File: src/rtl/pc_fetch_unit.sv
// Program counter and instruction fetch over a variable-latency imem req/ack handshake.
// Optional misaligned-PC trap: define PC_ALIGN_TRAP_EN (default build forces alignment).
module pc_fetch_unit #(
  parameter logic [31:0] RESET_PC    = 32'h0000_3000
`ifdef PC_ALIGN_TRAP_EN
  ,
  parameter logic [31:0] TRAP_VECTOR = 32'h0000_4180
`endif
) (
  input  logic        clk,
  input  logic        rst_n,
  input  logic [1:0]  npc_op,
  input  logic [15:0] imm16,
  input  logic [25:0] imm26,
  input  logic [31:0] rs_data,
  input  logic        stall,
  output logic        imem_req,
  output logic [31:0] imem_addr,
  input  logic        imem_ack,
  input  logic [31:0] imem_rdata,
  output logic        instr_valid,
  output logic [31:0] instr,
  output logic [31:0] pc,
  output logic [31:0] pc_plus4,
  output logic        misalign
);

  localparam logic [1:0] NPC_PLUS4    = 2'b00;
  localparam logic [1:0] NPC_BRANCH   = 2'b01;
  localparam logic [1:0] NPC_JUMP_IMM = 2'b10;
  localparam logic [1:0] NPC_JUMP_REG = 2'b11;

  typedef enum logic [1:0] {
    S_IDLE  = 2'b00,
    S_REQ   = 2'b01,
    S_ISSUE = 2'b10
  } state_t;

  state_t      r_state;
  state_t      w_state_nxt;
  logic        w_commit;
  logic        w_load;
  logic [31:0] r_pc;
  logic [31:0] r_instr;
  logic        r_req;
  logic        r_valid;
  logic        r_misalign;
  logic [31:0] w_pc_plus4;
  logic [31:0] w_npc_raw;
  logic [31:0] w_pc_next;
  logic        w_misalign;

  assign w_pc_plus4  = r_pc + 32'd4;
  assign pc_plus4    = w_pc_plus4;
  assign pc          = r_pc;
  assign imem_addr   = r_pc;
  assign instr       = r_instr;
  assign imem_req    = r_req;
  assign instr_valid = r_valid;
  assign misalign    = r_misalign;

  // Next-state decode; instr is captured on ack in REQ, pc commits on an unstalled ISSUE.
  always_comb begin
    w_state_nxt = r_state;
    w_commit    = 1'b0;
    w_load      = 1'b0;
    case (r_state)
      S_IDLE: begin
        w_state_nxt = S_REQ;
      end
      S_REQ: begin
        if (imem_ack) begin
          w_state_nxt = S_ISSUE;
          w_load      = 1'b1;
        end else begin
          w_state_nxt = S_REQ;
        end
      end
      S_ISSUE: begin
        if (stall) begin
          w_state_nxt = S_ISSUE;
        end else begin
          w_state_nxt = S_REQ;
          w_commit    = 1'b1;
        end
      end
      default: begin
        w_state_nxt = S_IDLE;
      end
    endcase
  end

  // Raw next-PC select; all arithmetic wraps modulo 2^32.
  always_comb begin
    w_npc_raw = w_pc_plus4;
    case (npc_op)
      NPC_PLUS4:    w_npc_raw = w_pc_plus4;
      NPC_BRANCH:   w_npc_raw = w_pc_plus4 + {{14{imm16[15]}}, imm16, 2'b00};
      NPC_JUMP_IMM: w_npc_raw = {w_pc_plus4[31:28], imm26, 2'b00};
      NPC_JUMP_REG: w_npc_raw = rs_data;
      default:      w_npc_raw = w_pc_plus4;
    endcase
  end

`ifdef PC_ALIGN_TRAP_EN
  // A misaligned target redirects to the trap vector and flags the commit.
  always_comb begin
    w_misalign = 1'b0;
    w_pc_next  = w_npc_raw;
    if (w_npc_raw[1:0] != 2'b00) begin
      w_misalign = 1'b1;
      w_pc_next  = TRAP_VECTOR;
    end else begin
      w_misalign = 1'b0;
      w_pc_next  = w_npc_raw;
    end
  end
`else
  // Without the trap the low address bits are simply dropped.
  always_comb begin
    w_misalign = 1'b0;
    w_pc_next  = w_npc_raw & 32'hFFFF_FFFC;
  end
`endif

  // State, PC, instruction and registered control outputs.
  always_ff @(posedge clk or negedge rst_n) begin
    if (!rst_n) begin
      r_state    <= S_IDLE;
      r_pc       <= RESET_PC;
      r_instr    <= 32'h0000_0000;
      r_req      <= 1'b0;
      r_valid    <= 1'b0;
      r_misalign <= 1'b0;
    end else begin
      r_state    <= w_state_nxt;
      r_req      <= (w_state_nxt == S_REQ);
      r_valid    <= (w_state_nxt == S_ISSUE);
      r_misalign <= w_commit & w_misalign;
      if (w_commit) begin
        r_pc <= w_pc_next;
      end else begin
        r_pc <= r_pc;
      end
      if (w_load) begin
        r_instr <= imem_rdata;
      end else begin
        r_instr <= r_instr;
      end
    end
  end

endmodule

File: config.mk
export PLATFORM = sky130hd
export DESIGN_NAME = pc_fetch_unit
export DESIGN_NICKNAME = d
export VERILOG_FILES = /design/src/rtl/pc_fetch_unit.sv
export SDC_FILE = /design/constraint.sdc
export NUM_CORES = 1
export LEC_CHECK = 0
export ABC_AREA = 1
export CAP_MARGIN = 5
export CORE_MARGIN = 5
export CORE_UTILIZATION = 42
export DETAILED_ROUTE_END_ITERATION = 16
export HOLD_SLACK_MARGIN = 0.1
export PLACE_DENSITY = 0.83
export SLEW_MARGIN = 20
export SYNTH_ARGS = -nofsm -noshare
export SYNTH_HDL_FRONTEND = slang
export SYNTH_SLANG_ARGS = --single-unit
File: constraint.sdc
create_clock -name clk -period 2.7 [get_ports clk]
set_input_delay 0.54 -clock clk [delete_from_list [all_inputs] [get_ports clk]]
set_output_delay 0.54 -clock clk [all_outputs]
set_load 0.01 [all_outputs]
==> reports/metrics.yaml, run 1 <==
drt:
  drt_iter0_drc: 1160
  ant_nets: 0
  vias: 9759
  drt-vias-per-instance: 5.78
  drc: 0
  wire_per_inst_um: 21.3
  first_pass_iters: 6
  drt_wl_total_um: 35900
yosys:
  synth-edff-count: 0
  synth.distinct_cells: 46
  ys_async_sr_fraction: 1.00
  synth_commonest_cells: "nand2_1 (347), inv_1 (140), nor2_1 (83), dfrtp_1 (64), nand3_1 (64)"
  yosys-top-cells-area: "dfrtp_1 (24%), nand2_1 (20%), inv_1 (7.9%)"
  synthCells: 1033
  synth.top_cell.area_share: 0.241
  netlist_area_mm2: 0.00664
  synth-seq-cells: 66
  synth_ff_type: "dfrtp_1"
  synth_top_cell_by_area: "dfrtp_1"
  yosysWarnings: 0
  synth_most_common_cell: "nand2_1"
  ys_seq_area_frac: 0.249
  syn_avg_cell_area_um2: 6.43
clock_network:
  clockRootBuffer: "clkbuf_16"
  postCtsHoldBufs: 0
  cts_max_level: 3
  clkTransAtPathRegs_ps: 60
  clk_path_buf_depth: 2
  cts_tree: "built"
  cts_made_buffers: 9
  clkLatencyLatePin_ps: 340
  cts_sinks: 66
global_routing:
  antenna_found_initial: 0
  grt_pass1_vias: 9005
  grt_use_total: 0.316
  grt_pass1_wl_um: 45700
  grt_max_degree: 47
  overflow: 0
pwr:
  p_clk_frac: 0.087
  p_switching_mw: 7.01
  vdd_drop_max_v: 0.000891
  sw_frac_of_total: 0.465
  p_per_area_mw_per_mm2: 1170
  pwr-share-seq: 0.130
  p_comb_frac: 0.783
  power_leakage_nw: 6.14
  power.internal_mw: 8.07
sta:
  tightest_slew_ps: 603
  drv_slew: 0
  finClkSkew_ps: 6.41
  slew_headroom: 0.598
  min_period_ps: 3060
  hold_viol_final: 0
  fin_crit_sh: 1.13
  rsz0062_at_grt: "true"
  fmax_ghz: 0.327
  fin_ws_ps: -363
  setup_viol: 37
  hold_ws_ps: 204
cells_and_area:
  final_cell_area_mm2: 0.0129
  layout.cells.non_filler: 1687
  n_antenna_cell: 0
  drive_gt1_frac: 0.448
  area_delta_synth_final_pct: 94.1
  final_nets: 1614
floorplanning:
  rows: 46
  ios: 243
  die_w_um: 136
  core_area_mm2: 0.0157
  dieArea_mm2: 0.0184
  initial_core_util: 0.423
  die_h_um: 136
min_path:
  hold_path_class: "primary input to async pin"
worst_setup_path:
  crit_path_frequent_cell: "nand2_1"
  critPathLaunchType: "register"
  critical_path_class: "register to register"
  crit_fanout: 4
  slowest_stage: "dfrtp_1"
  cpPeakStageDelay_ps: 460
  worstPathRequired_ps: 2930
  cp.arrival_ps: 3300
  worstPathCellList: "inv_2 > buf_4 > nor3_4 > nand2_2 > nor2_4 > xnor2_2 > inv_2 > ha_4 > nand2_4 > nor2_4 > o21ai_1 > nand2_2 > nand2_1 > nand3_1 > nand2_1 > nand3_1 > nand2_1 > nand2_1 > nand2_1"
  critPathCaptureType: "register"
placed_design:
  placed_cells: 1617
  placed_area_mm2: 0.0104
  hpwl_um: 22000
  gp_congestion: 1.01
  io_buffers: 233
job:
  drv_cap: 0
run_status:
  violations: "negative setup slack"
  status: "finished with violations"
## routing by layer
metal / GRT usage / vias up / share of wire
li1: - / 4118 / -
met1: 0.372 / 4467 / 0.34
met2: 0.539 / 864 / 0.46
met3: 0.0698 / 310 / 0.11
met4: 0.167 / 0 / 0.088
met5: 0 / - / 0
## power groups by stage
stage / registers (mW) / logic (mW) / clock network (mW)
after floorplan: 2.16 / 3.69 / 0
after global placement: 1.86 / 8.25 / 0
after detailed placement: 1.89 / 8.38 / 0
after CTS: 1.89 / 9.65 / 1.31
after global routing: 2.01 / 12.3 / 1.36
final: 1.96 / 11.8 / 1.32
## final cells by class
cell class / instances / area, µm²
clock inverters: 6 / 90.1
clock buffers: 10 / 239
repair buffers: 474 / 4290
flip-flops and latches: 66 / 1660
fillers: 815 / 2820
multi-input cells: 768 / 5770
well taps: 216 / 270
inverters: 147 / 577
## per-stage QoR
| stage | worst slack (ps) | utilization | setup TNS [ps] | power [mW] |
|---|---|---|---|---|
| after global placement | -328 | 0.662 | -5480 | 10.1 |
| after CTS | -233 | 0.752 | -3470 | 12.8 |
| after floorplan | 3.97 | - | 0 | 5.84 |
| after detailed placement | -396 | 0.662 | -6840 | 10.3 |
| after global routing | -514 | 0.820 | -10660 | 15.7 |
| final | -363 | 0.820 | -7310 | 15.1 |
## critical path: cells and delay by family, from the launching register on
family | cells | cell delay [ps]
buf+inv | 3 | 330
compound gates | 1 | 150
xor+xnor | 1 | 150
fa+ha+maj | 1 | 350
simple gates | 13 | 1500
flops | 1 | 460
## repair_timing
action | in CTS | in global routing
resized for setup | 274 | 275
pin swaps | 82 | 140
setup buffers | 40 | 22
endpoints found under the setup margin | 51 | 49
## cell usage in the layout, fill, tap and decap left out, drive strengths merged, types with 4 or more instances in the layout
master,n
nor2,94
nand3,65
clkinv,7
dfrtp,64
or2,4
nor3,15
nand2,356
xnor2,7
nand4,17
buf,256
o21ai,35
clkbuf,14
a21boi,7
o21bai,4
a221oi,7
inv,143
clkdlybuf4s50,206
a21oi,47
xor2,15
mux2,32
dlygate4sd2,6
ha,35
conb,7
## registers in the layout, summed over array words and instances (netlist names)
register     flops
imem_req         1
r_state          2
instr_valid      1
instr           32
imem_addr       30
## final timing paths
path	startpoint	endpoint	slack, ps	depth (start not counted)
max in group asynchronous	rst_n	imem_addr[13]	1780	2
setup reg to reg	imem_addr[11]	imem_addr[24]	-360	19
hold reg to reg	instr[8]	instr[8]	510	1
setup / recovery	imem_addr[11]	imem_addr[24]	-360	19
hold / removal	rst_n	imem_addr[22]	200	1
min in group clk	instr[8]	instr[8]	510	1
## cells by family after synthesis
kind of cell | after synthesis | share of synthesized area
xor+xnor | 22 | 0.0290
mux | 32 | 0.0543
other cells | 1 | 0.000565
buf+inv | 205 | 0.139
fa+ha+maj | 36 | 0.0690
simple gates | 556 | 0.359
flops | 66 | 0.249
compound gates | 115 | 0.101
Power figures use the tool's default switching activity.
==> run 2: changes to the inputs <==
--- a/config.mk
+++ b/config.mk
@@ -8,10 +8,10 @@
 export ABC_AREA = 1
 export CAP_MARGIN = 5
 export CORE_MARGIN = 5
-export CORE_UTILIZATION = 42
+export CORE_UTILIZATION = 50
 export DETAILED_ROUTE_END_ITERATION = 16
 export HOLD_SLACK_MARGIN = 0.1
-export PLACE_DENSITY = 0.83
+export PLACE_DENSITY = 0.92
 export SLEW_MARGIN = 20
 export SYNTH_ARGS = -nofsm -noshare
 export SYNTH_HDL_FRONTEND = slang
==> constraint.sdc (replaced) <==
create_clock -name clk -period 3.79 [get_ports clk]
set_input_delay 0.758 -clock clk [delete_from_list [all_inputs] [get_ports clk]]
set_output_delay 0.758 -clock clk [all_outputs]
set_load 0.01 [all_outputs]
==> reports/metrics.yaml, run 2 (same netlist as run 1, synthesis figures left out) <==
clock_network:
  cts_max_level: 3  # unchanged
  cts_made_buffers: 9  # unchanged
  post_cts_buffers: 0  # was 40
  postCtsHoldBufs: 0  # unchanged
  cts_resized: 0  # was 274
  cts_tree: "built"  # unchanged
  clkLatencyLatePin_ps: 330  # was 340 ps
  clockRootBuffer: "clkbuf_16"  # unchanged
  clkTransAtPathRegs_ps: 50  # was 60 ps
  cts_sinks: 66  # unchanged
  clk_path_buf_depth: 2  # unchanged
worst_setup_path:
  cp.arrival_ps: 3760  # was 3300 ps
  worstPathRequired_ps: 4010  # was 2930 ps
  crit_fanout: 6  # was 4
  critical_path_class: "register to register"  # unchanged
  r2r.worst_path.cells: 18  # was 19
  critPathCaptureType: "register"  # unchanged
  critPathLaunchType: "register"  # unchanged
cells_and_area:
  layout.cells.non_filler: 1419  # was 1687
  area_delta_synth_final_pct: 39.0  # was 94.1%
  fill_cells: 1122  # was 815
  n_antenna_cell: 0  # unchanged
  largest_register_ffs: 32  # unchanged
  final_cell_area_mm2: 0.00923  # was 0.0129 mm²
  final_cell_mix: "nand2_1 (347), clkdlybuf4s50_1 (232), inv_1 (140)"  # was nand2_1 (246), buf_4 (207), clkdlybuf4s50_1 (206)
  utilization: 0.703  # was 0.820
  final_common_cell: "nand2_1"  # unchanged
  final_nets: 1387  # was 1614
  drive_gt1_frac: 0.0780  # was 0.448
floorplanning:
  initial_core_util: 0.506  # was 0.423
  dieArea_mm2: 0.0157  # was 0.0184 mm²
  core_area_mm2: 0.0131  # was 0.0157 mm²
  rows: 42  # was 46
  die_h_um: 125  # was 136 µm
  ios: 243  # unchanged
  die_w_um: 125  # was 136 µm
sta:
  drv_slew: 0  # unchanged
  fmax_ghz: 0.282  # was 0.327 GHz
  tns_ps: 0  # was -7310 ps
  tightest_slew_ps: 817  # was 603 ps
  slew_headroom: 0.454  # was 0.598
  fin_ws_ps: 248  # was -363 ps
  hold_viol_final: 0  # unchanged
  rsz0062_at_grt: "false"  # was true
  min_period_ps: 3540  # was 3060 ps
  setup_viol: 0  # was 37
  fin_crit_sh: 0.935  # was 1.13
  finClkSkew_ps: 4.16  # was 6.41 ps
placed_design:
  place_ws_ps: 440  # was -396 ps
  hpwl_um: 19800  # was 22000 µm
  io_buffers: 233  # unchanged
  placed_cells: 1404  # was 1617
  placed_area_mm2: 0.00896  # was 0.0104 mm²
  gp_congestion: 0.997  # was 1.01
pwr:
  p_comb_frac: 0.676  # was 0.783
  p_clk_frac: 0.110  # was 0.087
  sw_frac_of_total: 0.469  # was 0.465
  pwr-share-seq: 0.215  # was 0.130
  power_leakage_nw: 4.50  # was 6.14 nW
  vdd_drop_max_v: 0.000501  # was 0.000891 V
  p_per_area_mw_per_mm2: 758  # was 1170 mW/mm²
  p_switching_mw: 3.28  # was 7.01 mW
  power.internal_mw: 3.72  # was 8.07 mW
drt:
  first_pass_iters: 7  # was 6
  ant_nets: 0  # unchanged
  wire_per_inst_um: 17.3  # was 21.3 µm
  drt_wl_total_um: 24600  # was 35900 µm
  drt-vias-per-instance: 5.37  # was 5.78
  drc: 0  # unchanged
  drt_iter0_drc: 715  # was 1160
  vias: 7619  # was 9759
global_routing:
  use_met1: 0.391  # was 0.372
  grt_max_degree: 47  # unchanged
  grt_use_total: 0.304  # was 0.316
  overflow: 0  # unchanged
  met2_usage: 0.497  # was 0.539
  use_met3: 0.0789  # was 0.0698
  antenna_found_initial: 0  # unchanged
  grt_pass1_wl_um: 38400  # was 45700 µm
  top_usage_layer: "met2"  # unchanged
  grt_pass1_vias: 7386  # was 9005
run_status:
  status: "finished, final reports clean"  # was finished with violations
job:
  drv_cap: 0  # unchanged
min_path:
  hold_path_class: "primary input to async pin"  # unchanged
-- run 2: power groups by stage --
stage,sequential (mW),clock [mW],combinational (mW)
CTS,1.49,0.773,4.70
finish,1.50,0.767,4.73
detailed placement,1.49,0,4.65
global route,1.55,0.804,5.16
floorplan,1.53,0,2.60
global placement,1.47,0,4.58
-- run 2: per-stage QoR --
| stage | total power, mW | hold slack, ps |
|---|---|---|
| 2_1_floorplan | 4.13 | 462 |
| 3_3_place_gp | 6.05 | 487 |
| 3_5_place_dp | 6.15 | 492 |
| 4_1_cts | 6.96 | 491 |
| 5_1_grt | 7.51 | 508 |
| 6_report | 7.00 | 480 |
-- run 2: worst paths after layout --
path / start / end / slack [ps]
max: imem_addr[6] / imem_addr[30] / 250
min: rst_n / instr[5] / 480
max reg2reg: imem_addr[6] / imem_addr[30] / 250
min reg2reg: instr[19] / instr[19] / 500
max in group asynchronous: rst_n / instr[19] / 2380
min in group clk: instr[19] / instr[19] / 500
-- run 2: critical path, cell delays in order, from the launching register on --
cell and delay, ps:
dfrtp_1 480, nand2_1 160, nor2_1 210, nand2_1 170
nor3_1 430, xnor2_1 270, inv_1 140, ha_1 400
nand2_1 140, nor2_1 170, nand2_1 130, nor3_1 150
nand2_1 140, nand2_1 100, nand2_1 50, nand3_1 110
nand2_1 80, nand2_1 60, nand2_1 40
-- run 2: final cells by class --
| cell class | count | area [µm²] | area share |
|---|---|---|---|
| Timing Repair Buffer | 247 | 2440 | 0.265 |
| Multi-Input combinational cell | 768 | 4090 | 0.443 |
| Inverter | 147 | 552 | 0.0598 |
| Clock inverter | 2 | 12.5 | 0.00136 |
| Sequential cell | 66 | 1650 | 0.179 |
| Tap cell | 176 | 220 | 0.0238 |
| Clock buffer | 13 | 260 | 0.0282 |
-- run 2: routing by layer --
metal / up-vias / wire length [µm]
met5: - / 0
met4: 0 / 926
met3: 79 / 2610
met2: 448 / 11400
met1: 3430 / 9640
li1: 3662 / -
==> variant: new RTL, flow settings as in run 1 <==
The 3 states of `state_t` get a one-hot encoding in 3 bits.
--- a/src/rtl/pc_fetch_unit.sv
+++ b/src/rtl/pc_fetch_unit.sv
@@ -30,10 +30,10 @@
   localparam logic [1:0] NPC_JUMP_IMM = 2'b10;
   localparam logic [1:0] NPC_JUMP_REG = 2'b11;
 
-  typedef enum logic [1:0] {
-    S_IDLE  = 2'b00,
-    S_REQ   = 2'b01,
-    S_ISSUE = 2'b10
+  typedef enum logic [2:0] {
+    S_IDLE  = 3'b001,
+    S_REQ   = 3'b010,
+    S_ISSUE = 3'b100
   } state_t;
 
   state_t      r_state;
Formal check against the unedited RTL: no difference found for any inputs over 10 cycles, from zero or initial values and one cycle with rst_n low; not proved beyond that.
==> variant against run 1 <==
The run still ends with setup timing left. Final cell count down 5.2%. Setup slack worse by 0.22 ns. Total power down 4.4%. Final area down 5.0%. Core utilization down 1.5 points. Routed wire length down 1.3%. Area after synthesis down 1.8%. Sequential cell count up 1.
==> variant: results (changes against run 1) <==
| Metric | Value |
|---|---|
| Outcome | finished, violations left |
| Failing checks | setup timing |
| Register area share after synthesis | 0.258 (+0.00852) |
| Met2 WL | 16.3 mm (-1.9%) |
| WHS | 0.100 ns (-0.104 ns) |
| Area contributors post-synth | dfrtp_1, nand2_1, inv_1 |
| Clk pwr | 1.07 mW (-19%) |
| GPL Wtd Cong | 1.01 (+0.25%) |
| Met2 GRT Util | 0.519 (-0.0195) |
| CP max-delay cell | dfrtp_2 |
| Synth cell count leaders | nand2_1, inv_1, nor2_1 |
| Synth Area in Adders | 0.0664 (-0.00259) |
| Finish-stage setup viols | 46 (+24%) |
| GRT Overall Usage | 0.303 (-0.0133) |
| Pleak | 5.86 nW (-4.6%) |
| DR pass1 iterations | 8 (+2) |
| Via count | 9578 (-1.9%) |
| GR Util met1 | 0.374 (+0.00167) |
| Global-route wire length before repair | 43.5 mm (-5.0%) |
| Fin nets | 1551 (-3.9%) |
| Worst-Skew Late Latency | 0.32 ns (-0.02 ns) |
| Final WS setup | -0.578 ns (-0.216 ns) |
| Sequential share of power | 0.133 (+0.003) |
| Largest net degree at the start of global routing | 33 (-30%) |
| Met1 WL | 12.0 mm (-2.9%) |
| Sw frac | 0.468 (+0.00338) |
| Layout Skew | 0.00705 ns (+0.000643 ns) |
| Post-synthesis xor/xnor area fraction | 0.0293 (+0.000331) |
| Pre-CTS WS | -0.472 ns (-0.0764 ns) |
| Number of library cell types mapped by synthesis | 48 (+4.3%) |
| Synth Area in Compound Gates | 0.108 (+0.00738) |
| Initial antenna violation count | 1 (+1) |
| Layout cells sized above 1 | 0.413 (-0.0345) |
| Drt initial violations | 1371 (+18%) |
| Max incr delay on CP | 0.43 ns (-0.03 ns) |
| Mux contribution to synthesized area | 0.0552 (+0.000978) |
| Number of global-route vias before repair | 8518 (-5.4%) |
| HPWL Detailed | 21.3 mm (-3.2%) |
| Worst VDD drop | 0.000800 V (-10%) |
## variant: cell count changes after synthesis, sizes merged, moves of 3 or more
cell | before | now
nor3 | 15 | 18
nand3 | 65 | 62
o22ai | 2 | 5
inv | 144 | 132
nand2 | 356 | 326
nor2 | 94 | 84
## variant: repair_timing
action	in CTS	in global routing
buffers inserted	36	29
pin swaps	54	102
resized for setup	181	247
setup endpoints to repair	51	51
## variant: metrics by stage
step                      std cells  instance area [um^2]  setup TNS, ns
after floorplan                 993                  6630        -0.0493
after global placement         1521                 10100          -5.08
after detailed placement       1521                 10100          -8.02
after CTS                      1573                 11200          -4.35
after global routing           1599                 12200         -14.42
final                          1599                 12200         -11.50
## variant: layout make-up
class	instances	area, um^2	share of cell area
clock buffers	11	253	0.0206
clock inverters	5	27.5	0.00225
well taps	188	235	0.0192
repair buffers	461	4170	0.340
diodes	1	2.50	0.000204
flip-flops and latches	67	1690	0.138
multi-input cells	733	5370	0.438
inverters	133	504	0.0412
## variant: worst max-delay path by stage
stage / endpoint / slack (ns) / start / depth (start not counted)
after global routing: imem_addr[25]$_DFFE_PN0P_ / -0.66 / imem_addr[4]$_DFFE_PN0P_ / 21
after CTS: imem_addr[25]$_DFFE_PN0P_ / -0.25 / imem_addr[3]$_DFFE_PN0P_ / 20
final: imem_addr[24]$_DFFE_PN0P_ / -0.58 / imem_addr[4]$_DFFE_PN0P_ / 19
after floorplan: imem_addr[29]$_DFFE_PN0P_ / -0.04 / imem_addr[2]$_DFFE_PN0P_ / 23
after global placement: imem_addr[29]$_DFFE_PN0P_ / -0.39 / imem_addr[2]$_DFFE_PN0P_ / 23
after detailed placement: imem_addr[29]$_DFFE_PN0P_ / -0.47 / imem_addr[3]$_DFFE_PN0P_ / 23
